$ cat config.mk
export PLATFORM = sky130hd
export DESIGN_NAME = ext_obi_rr_arbiter
export DESIGN_NICKNAME = d
export VERILOG_FILES = /design/src/rtl/ext_obi_rr_arbiter.sv
export SDC_FILE = /design/constraint.sdc
export NUM_CORES = 1
export LEC_CHECK = 0
export CORE_AREA = 4 4 120 122
export DETAILED_ROUTE_END_ITERATION = 16
export DIE_AREA = 0 0 124 126
export SLEW_MARGIN = 5
export SYNTH_ARGS = -nofsm -noshare
export SYNTH_HDL_FRONTEND = slang
export SYNTH_SLANG_ARGS = --single-unit
$ cat constraint.sdc
create_clock -name clk_i -period 2.3 [get_ports clk_i]
set_input_delay 0.46 -clock clk_i [delete_from_list [all_inputs] [get_ports clk_i]]
set_output_delay 0.46 -clock clk_i [all_outputs]
set_load 0.02 [all_outputs]
$ cat src/rtl/ext_obi_rr_arbiter.sv
// ext_obi_rr_arbiter: shares one external OBI slave port among several OBI
// masters using round-robin selection. A master whose request is waiting for
// the slave grant is held locked so that the request stays stable. The ID of
// each granted master is kept in an in-order FIFO so that responses can be
// routed back to the master that issued them.
module ext_obi_rr_arbiter #(
  parameter int unsigned NumMasters     = 2,
  parameter int unsigned MaxOutstanding = 2,
  parameter int unsigned IdxW           = (NumMasters > 1) ? $clog2(NumMasters) : 1,
  parameter int unsigned CntW           = $clog2(MaxOutstanding + 1)
) (
  input  logic                     clk_i,
  input  logic                     rst_ni,
  input  logic [NumMasters-1:0]    master_req_i,
  input  logic [NumMasters-1:0]    master_we_i,
  input  logic [4*NumMasters-1:0]  master_be_i,
  input  logic [32*NumMasters-1:0] master_addr_i,
  input  logic [32*NumMasters-1:0] master_wdata_i,
  output logic [NumMasters-1:0]    master_gnt_o,
  output logic [NumMasters-1:0]    master_rvalid_o,
  output logic [32*NumMasters-1:0] master_rdata_o,
  output logic                     slave_req_o,
  output logic                     slave_we_o,
  output logic [3:0]               slave_be_o,
  output logic [31:0]              slave_addr_o,
  output logic [31:0]              slave_wdata_o,
  input  logic                     slave_gnt_i,
  input  logic                     slave_rvalid_i,
  input  logic [31:0]              slave_rdata_i,
  output logic [CntW-1:0]          outstanding_o,
  output logic                     rsp_err_o
);

  localparam int unsigned PtrW = (MaxOutstanding > 1) ? $clog2(MaxOutstanding) : 1;

  // Next master index, wrapping from the last master back to master 0.
  function automatic logic [IdxW-1:0] nextIdx(input logic [IdxW-1:0] idx);
    if (idx == IdxW'(NumMasters - 1)) begin
      return {IdxW{1'b0}};
    end else begin
      return idx + IdxW'(1'b1);
    end
  endfunction

  // Next FIFO slot, wrapping at the FIFO depth.
  function automatic logic [PtrW-1:0] nextPtr(input logic [PtrW-1:0] ptr);
    if (ptr == PtrW'(MaxOutstanding - 1)) begin
      return {PtrW{1'b0}};
    end else begin
      return ptr + PtrW'(1'b1);
    end
  endfunction

  logic [IdxW-1:0] rrPtr_r;
  logic            lock_r;
  logic [IdxW-1:0] lockIdx_r;
  logic [IdxW-1:0] fifoMem_r [MaxOutstanding];
  logic [PtrW-1:0] wrPtr_r;
  logic [PtrW-1:0] rdPtr_r;
  logic [CntW-1:0] count_r;

  logic [IdxW-1:0] candIdx_s;
  logic [IdxW-1:0] freeIdx_s;
  logic            found_s;
  logic [IdxW-1:0] chosen_s;
  logic [IdxW-1:0] head_s;
  logic            full_s;
  logic            empty_s;
  logic            fwd_s;
  logic            push_s;
  logic            pop_s;

  // Round-robin scan: first requesting master at or after rrPtr_r.
  always_comb begin
    candIdx_s = rrPtr_r;
    freeIdx_s = {IdxW{1'b0}};
    found_s   = 1'b0;
    for (int i = 0; i < NumMasters; i++) begin
      if (!found_s && master_req_i[candIdx_s]) begin
        found_s   = 1'b1;
        freeIdx_s = candIdx_s;
      end else begin
        found_s   = found_s;
      end
      candIdx_s = nextIdx(candIdx_s);
    end
  end

  // A locked master keeps the port; otherwise the round-robin winner is used.
  assign chosen_s = lock_r ? lockIdx_r : freeIdx_s;
  assign head_s   = fifoMem_r[rdPtr_r];
  // Fullness uses the registered count, so a same-cycle pop never unblocks.
  assign full_s   = (count_r == CntW'(MaxOutstanding));
  assign empty_s  = (count_r == {CntW{1'b0}});
  assign fwd_s    = rst_ni & ((|master_req_i) | lock_r) & ~full_s;
  assign push_s   = fwd_s & slave_gnt_i;
  assign pop_s    = rst_ni & slave_rvalid_i & ~empty_s;

  assign slave_req_o   = fwd_s;
  assign outstanding_o = count_r;
  assign rsp_err_o     = rst_ni & slave_rvalid_i & empty_s;

  // Request mux toward the slave and grant steering back to the chosen master.
  always_comb begin
    slave_we_o    = 1'b0;
    slave_be_o    = 4'b0000;
    slave_addr_o  = 32'h0000_0000;
    slave_wdata_o = 32'h0000_0000;
    master_gnt_o  = {NumMasters{1'b0}};
    if (fwd_s) begin
      slave_we_o             = master_we_i[chosen_s];
      slave_be_o             = master_be_i[chosen_s*4 +: 4];
      slave_addr_o           = master_addr_i[chosen_s*32 +: 32];
      slave_wdata_o          = master_wdata_i[chosen_s*32 +: 32];
      master_gnt_o[chosen_s] = slave_gnt_i;
    end else begin
      master_gnt_o = {NumMasters{1'b0}};
    end
  end

  // Zero-latency response routing to the master at the FIFO head.
  always_comb begin
    master_rvalid_o = {NumMasters{1'b0}};
    master_rdata_o  = {(32*NumMasters){1'b0}};
    if (pop_s) begin
      master_rvalid_o[head_s]          = 1'b1;
      master_rdata_o[head_s*32 +: 32]  = slave_rdata_i;
    end else begin
      master_rvalid_o = {NumMasters{1'b0}};
    end
  end

  // Arbitration state: round-robin pointer and lock on a stalled request.
  always_ff @(posedge clk_i or negedge rst_ni) begin
    if (!rst_ni) begin
      rrPtr_r   <= {IdxW{1'b0}};
      lock_r    <= 1'b0;
      lockIdx_r <= {IdxW{1'b0}};
    end else if (push_s) begin
      rrPtr_r   <= nextIdx(chosen_s);
      lock_r    <= 1'b0;
    end else if (fwd_s) begin
      lock_r    <= 1'b1;
      lockIdx_r <= chosen_s;
    end
  end

  // Response-routing ID FIFO and its occupancy counter.
  always_ff @(posedge clk_i or negedge rst_ni) begin
    if (!rst_ni) begin
      for (int i = 0; i < MaxOutstanding; i++) begin
        fifoMem_r[i] <= {IdxW{1'b0}};
      end
      wrPtr_r <= {PtrW{1'b0}};
      rdPtr_r <= {PtrW{1'b0}};
      count_r <= {CntW{1'b0}};
    end else begin
      if (push_s) begin
        fifoMem_r[wrPtr_r] <= chosen_s;
        wrPtr_r            <= nextPtr(wrPtr_r);
      end
      if (pop_s) begin
        rdPtr_r <= nextPtr(rdPtr_r);
      end
      case ({push_s, pop_s})
        2'b10:   count_r <= count_r + CntW'(1'b1);
        2'b01:   count_r <= count_r - CntW'(1'b1);
        default: count_r <= count_r;
      endcase
    end
  end

endmodule

==> results of run 1 <==
report_power, final:
group	internal, mW	switching [mW]	total (mW)	leakage (nW)
clock network	0.232	0.0818	0.314	0.0382
logic	2.61	2.79	5.40	3.01
registers	0.243	0.0873	0.330	0.103
kinds of logic after synthesis:
logic type,count (synthesis)
xor gates and xnor gates,5
AOI/OAI and AO/OA,8
buffers and inverters,73
muxes,72
DFF,9
adders and majority gates,1
and+or+nand+nor,219
path summary, 6_finish.rpt:
| check | start | end | slack, ps | cells past startpoint |
|---|---|---|---|---|
| worst max register to register | lock_r | outstanding_o[1] | 420 | 8 |
| worst min-delay path | rst_ni | lock_r | 190 | 2 |
| max in group asynchronous | rst_ni | wrPtr_r | 1750 | 3 |
| min in group clk_i | wrPtr_r | fifoMem_r[0] | 500 | 1 |
| worst max-delay path | rrPtr_r | slave_addr_o[11] | 8 | 7 |
| worst min register to register | wrPtr_r | fifoMem_r[0] | 500 | 1 |
sequential cells by signal, indices dropped and copies added, names as in the netlist:
| register | cells |
|---|---|
| fifoMem_r | 2 |
| outstanding_o | 2 |
| lockIdx_r | 1 |
| lock_r | 1 |
| rdPtr_r | 1 |
| rrPtr_r | 1 |
| wrPtr_r | 1 |
stage by stage:
stage	TNS, ps	util, %	power [mW]	hold WS, ps	cell area, um2
3_3_place_gp	-64180	48.58	5.261	438.7	6407
3_5_place_dp	-65890	48.58	5.347	440.8	6407
4_1_cts	-412.0	49.54	6.062	193.9	6535
2_1_floorplan	0	-	2.975	164.4	2750
5_1_grt	-1008	48.43	6.405	202.2	6389
6_report	0	48.43	6.045	191.5	6389
worst max-delay path: cells and delay by family, from the launching register on:
family                 cells  cell delay, ps
multiplexers               1             200
buffers and inverters      4             590
AO/OA/AOI/OAI              1             260
flip-flops                 1             380
AND/OR/NAND/NOR            1             140
routing by layer:
metal  GRT usage (%)  part of all wire [%]
met1           22.21                    37
met2           34.46                    51
met3           5.247                    11
met4           3.866                   1.6
met5               0                     0
what timing repair did:
item	CTS	global route
gates resized for setup	563	99
setup buffers	9	0
pin swaps	0	1
cloned	7	3
hold endpoints to repair	0	0
setup endpoints to repair	139	115
hold buffers	0	0
layout make-up:
type                            count  area (um2)
Multi-Input combinational cell    306        2389
Tap cell                          176       220.2
Fill cell                        1324        6802
Inverter                            3       11.26
Sequential cell                     9       226.5
Timing Repair Buffer              374        3463
Clock buffer                        4       78.83
cells in the mapped netlist, drive strengths merged (2+ instances only):
library cell / instances / area, um2
mux2i: 70 / 700.7
xnor2: 3 / 26.28
and2: 2 / 12.51
inv: 3 / 11.26
a41oi: 3 / 26.28
clkbuf: 37 / 138.9
nand4: 138 / 863.3
and3: 66 / 417.9
nor3: 3 / 15.01
buf: 33 / 171.4
nand2b: 2 / 12.51
nand2: 2 / 7.510
a31oi: 3 / 18.77
dfrtp: 9 / 225.2
mux2: 2 / 26.27
nor2: 3 / 11.26
xor2: 2 / 17.52
nor2b: 2 / 12.51
placed cells by master, fill, tap and decap left out, types with 3 or more instances in the layout:
master,n
xnor2_1,3
a41oi_1,3
mux2i_2,11
buf_6,12
dfrtp_1,8
buf_12,20
dlygate4sd2_1,3
mux2i_4,7
buf_4,73
and3_1,64
clkdlybuf4s50_1,174
nor3_1,3
mux2i_1,52
buf_2,83
nand4_1,138
a31oi_1,3
clkbuf_16,6
==> out/qor.csv, run 1 <==
stage,metric,value,unit
outcome,status,"finished, final reports clean",
floorplanning,Initial Util,20.85,%
yosys,Post-Synthesis Cells,387,
drt,# DRC,0,
setup_path,CP endpoint kind,output port,
power_and_ir_drop,Power Dens Cells,946.2,nW/um2
yosys,number of flops mapped to enable cells by yosys,0,
sta,min cycle time layout,2292,ps
sta,Clock Skew,0.6968,ps
grt,antenna violations before repair,0,
setup_path,CP peak stage delay,380,ps
setup_path,most frequent CP cell,buf_12,
drt,final WL,16.58,mm
setup_path,Crit Path Category,flip-flop to output port,
final_layout,Layout area overhead,132.3,%
setup_path,cell breakdown of the critical path,nand2b_4 > a22oi_2 > buf_12 > buf_8 > buf_12 > mux2i_1 > buf_4,
yosys,Post-Synth Simple-Gate Area,49.41,%
clock_network,CTS tree,yes,
drt,Routed wire per std cell,19.02,um
yosys,Seq cells post-synth,9,
sta,RSZ-0062 raised after global routing,yes,
clock_network,Worst-path clk slew,40,ps
sta,Final Max Slew Viols,0,
drt,via count,4515,
yosys,synthesized area per cell,7.106,um2
final_layout,Nets,874,
drt,drt initial violations,259,
yosys,compound-gate portion of the synthesized area,2.229,%
clock_network,htree depth,1,
sta,"Hold Vio Cnt, Final",0,
sta,Worst-Margin Slew,503.1,ps
grt,vias in the first global route,4496,
floorplanning,Die Ht,126,um
sta,# setup viols final,0,
grt,GRT Resource Usage Total,19.04,%
sta,setup slack after layout,7.764,ps
yosys,multiplexer share of the synthesized area,26.43,%
floorplanning,Cell Rows,42,
yosys,sequential fraction of the synthesis area,8.189,%
power_and_ir_drop,Max VDD drop,0.0003527,V
place,setup slack at placement,-723.8,ps
setup_path,Worst Path Max Fanout,7,
final_layout,layout cell share with drive strength beyond 1,33.19,%
place,# port buffers,316,
yosys,Ys Warns,0,
sta,Final Cycle Share,99.66,%
yosys,Post-Synth Adder-Cell Area,0.4550,%
floorplanning,die area,15620,um2
clock_network,Root Driver,clkbuf_16,
drt,post-route antenna net violation count,0,
floorplanning,Die Width,124,um
grt,pin count of the biggest net entering global routing,63,
clock_network,CTS Sinks,9,
setup_path,Worst EP required,1840,ps
yosys,syn_nets,564,
place,post-detail-place hpwl,12.13,mm
yosys,main combinational cell family by area after synthesis,simple AND/OR/NAND/NOR gates,
yosys,Main synth FF type,dfrtp_1,
clock_network,Clock Latency Late Sink,240,ps
drt,drt pass-1 iters,4,
place,# placed instances,854,
yosys,Post-Synth XOR/XNOR Area,1.592,%
sta,fmax,436.3,MHz
setup_path,critical path launch point type,flip-flop,
floorplanning,core area,13190,um2
grt,global-route wire length before repair,24.22,mm
hold_path,worst min-delay path class,input pin to asynchronous set/reset pin,
sta,Slew headroom,66.46,%
final_layout,Post-Layout Cell Count,872,
floorplanning,Top-Level Pins,317,
grt,gr ovfl total,0,
yosys,unique cell type count in the Yosys netlist,26,
final_layout,diode count,0,
clock_network,maximum root-to-sink buffer count,2,
setup_path,slowest CP cell,dfrtp_1,
yosys,Post-synth ARST share,100.0,%
setup_path,arrival time worst endpoint,1830,ps
yosys,Post-Syn Area,2750,um2
clock_network,TritonCTS buffer count,3,
place,GPL Wtd Cong,0.8031,
drt,DR vias/cell,5.178,
run,max-cap violation count,0,
power_and_ir_drop,Leak Pwr,3.150,nW
Note: power is estimated with default switching activity, not from simulation.
==> run 2: changes to the inputs <==
- PLACE_DENSITY: default -> 0.67
==> out/qor.csv, run 2 (synthesis gave the netlist of run 1 again) <==
stage,metric,value,unit,change
sta,# setup viols final,0,,unchanged
setup_path,Crit Path Category,flip-flop to output port,,
floorplanning,Top-Level Pins,317,,unchanged
drt,final WL,16.60,mm,+0.13%
final_layout,"commonest non-fill, non-tap cell in the layout",clkdlybuf4s50_1,,
grt,GRT Resource Usage Total,19.32,%,+0.28 points
clock_network,Clock Latency Late Sink,230,ps,about the same
final_layout,layout cell share with drive strength beyond 1,30.52,%,-2.7 points
floorplanning,Die Width,124,um,unchanged
power_and_ir_drop,Power Dens Cells,933.4,nW/um2,-1.4%
final_layout,Nets,866,,-0.92%
drt,Routed wire per std cell,19.22,um,+1.1%
grt,vias in the first global route,4453,,-0.96%
floorplanning,core area,13190,um2,unchanged
floorplanning,Cell Rows,42,,unchanged
grt,global-route wire length before repair,24.34,mm,+0.48%
grt,pin count of the biggest net entering global routing,66,,+4.8%
sta,min cycle time layout,2276,ps,-16.66 ps
setup_path,cell breakdown of the critical path,or3_4 > buf_6 > buf_12 > nand4_1 > mux2i_2 > buf_4,,
clock_network,CTS Sinks,9,,unchanged
place,setup slack at placement,-789.1,ps,-65.32 ps
clock_network,maximum root-to-sink buffer count,2,,unchanged
setup_path,CP peak stage delay,460,ps,+80 ps
hold_path,worst min-delay path class,input pin to asynchronous set/reset pin,,
grt,antenna violations before repair,0,,unchanged
sta,Clock Skew,0.6772,ps,-0.01958 ps
setup_path,RR Endpoint,outstanding_o[1],,
floorplanning,Die Ht,126,um,unchanged
clock_network,Worst-path clk slew,40,ps,about the same
setup_path,arrival time worst endpoint,1820,ps,about the same
run,max-cap violation count,0,,unchanged
clock_network,htree depth,1,,unchanged
setup_path,slowest CP cell,or3_4,,
final_layout,diode count,0,,unchanged
power_and_ir_drop,Leak Pwr,3.188,nW,+1.2%
setup_path,r2r worst-path depth,9,,+1
drt,via count,4483,,-0.71%
clock_network,Root Driver,clkbuf_16,,
setup_path,Worst Path Max Fanout,17,,+10
floorplanning,Initial Util,20.85,%,unchanged
sta,setup slack after layout,24.43,ps,+16.66 ps
sta,Slew headroom,79.89,%,+13 points
sta,fmax,439.5,MHz,+0.73%
final_layout,"commonest cells after routing, fill and taps aside","clkdlybuf4s50_1 (174), nand4_1 (138), buf_2 (98), and3_1 (64), mux2i_1 (64)",,
setup_path,CP top delay family,simple AND/OR/NAND/NOR gates,,
drt,drt initial violations,221,,-15%
place,post-detail-place hpwl,11.52,mm,-5.0%
sta,Final Cycle Share,98.94,%,-0.72 points
drt,DR vias/cell,5.189,,+0.21%
setup_path,CP endpoint kind,output port,,
floorplanning,die area,15620,um2,unchanged
setup_path,R2R Path Start,lock_r,,
sta,setup TNS,0,ps,unchanged
grt,gr ovfl total,0,,unchanged
place,# port buffers,316,,unchanged
final_layout,Layout area overhead,130.3,%,
sta,Worst-Margin Slew,300.5,ps,-202.6 ps
outcome,status,"finished, final reports clean",,
sta,Final Max Slew Viols,0,,unchanged
clock_network,TritonCTS buffer count,3,,unchanged
drt,# DRC,0,,unchanged
drt,post-route antenna net violation count,0,,unchanged
drt,drt pass-1 iters,6,,+2
setup_path,critical path launch point type,flip-flop,,
sta,"Hold Vio Cnt, Final",0,,unchanged
setup_path,internal reg-to-reg setup slack,260,ps,-160 ps
sta,RSZ-0062 raised after global routing,yes,,
power_and_ir_drop,Max VDD drop,0.0003321,V,-5.8%
setup_path,worst path bufs/invs,3,,-1
place,GPL Wtd Cong,0.7953,,-0.97%
clock_network,CTS tree,yes,,
setup_path,Worst EP required,1840,ps,about the same
[run 2: timing repair]
item                       CTS  global route
hold buffers                 0             0
gates cloned                12             4
setup endpoints to repair  140            85
setup buffers                9             1
pin swaps                    5            16
resized for setup          589            42
[run 2: layout make-up]
cell class / instances / area, um2
sequential: 9 / 226.5
tap: 176 / 220.2
multi-input combinational: 306 / 2305
inverter: 3 / 11.26
timing repair buffer: 366 / 3491
clock buffer: 4 / 78.83
fill: 1302 / 6858
[run 2: layer usage]
metal / track usage (%) / wire (um) / up-vias
met5: 0 / 0 / -
met4: 4.188 / 249 / 0
met3: 4.798 / 1405 / 16
met2: 34.11 / 8316 / 196
met1: 23.46 / 6632 / 2112
li1: - / - / 2159
[run 2: how the worst max path moves through the flow]
stage | from | end | depth (start not counted)
floorplan | master_req_i[1] | slave_addr_o[0] | 5
global placement | master_req_i[0] | slave_addr_o[16] | 6
detailed placement | master_req_i[1] | slave_addr_o[16] | 6
CTS | lock_r | slave_addr_o[17] | 5
global route | lock_r | slave_wdata_o[10] | 6
finish | lock_r | slave_wdata_o[12] | 6
[run 2: metrics by stage]
step | hold WS, ps | utilization [%] | cell area (um2) | cells | power, mW
final | 233.9 | 48.01 | 6332 | 864 | 5.910
after global routing | 257.6 | 48.01 | 6332 | 864 | 6.276
after CTS | 252.8 | 47.12 | 6215 | 859 | 5.725
after detailed placement | 483.0 | 46.68 | 6157 | 834 | 4.980
after global placement | 465.7 | 46.68 | 6157 | 834 | 4.925
after floorplan | 164.4 | - | 2750 | 387 | 2.975
[run 2: where the power goes]
part           switching (mW)  internal, mW  leakage, nW
clock network          0.0725         0.231       0.0382
logic                    2.74          2.53         3.05
registers              0.0942         0.243        0.103
total                    2.91          3.00         3.19
==> run 3: changes to the inputs <==
- CTS_CLUSTER_SIZE: default -> 30
==> results of run 3 <==
Final layout, timing and power as in run 2 (identical DEF).
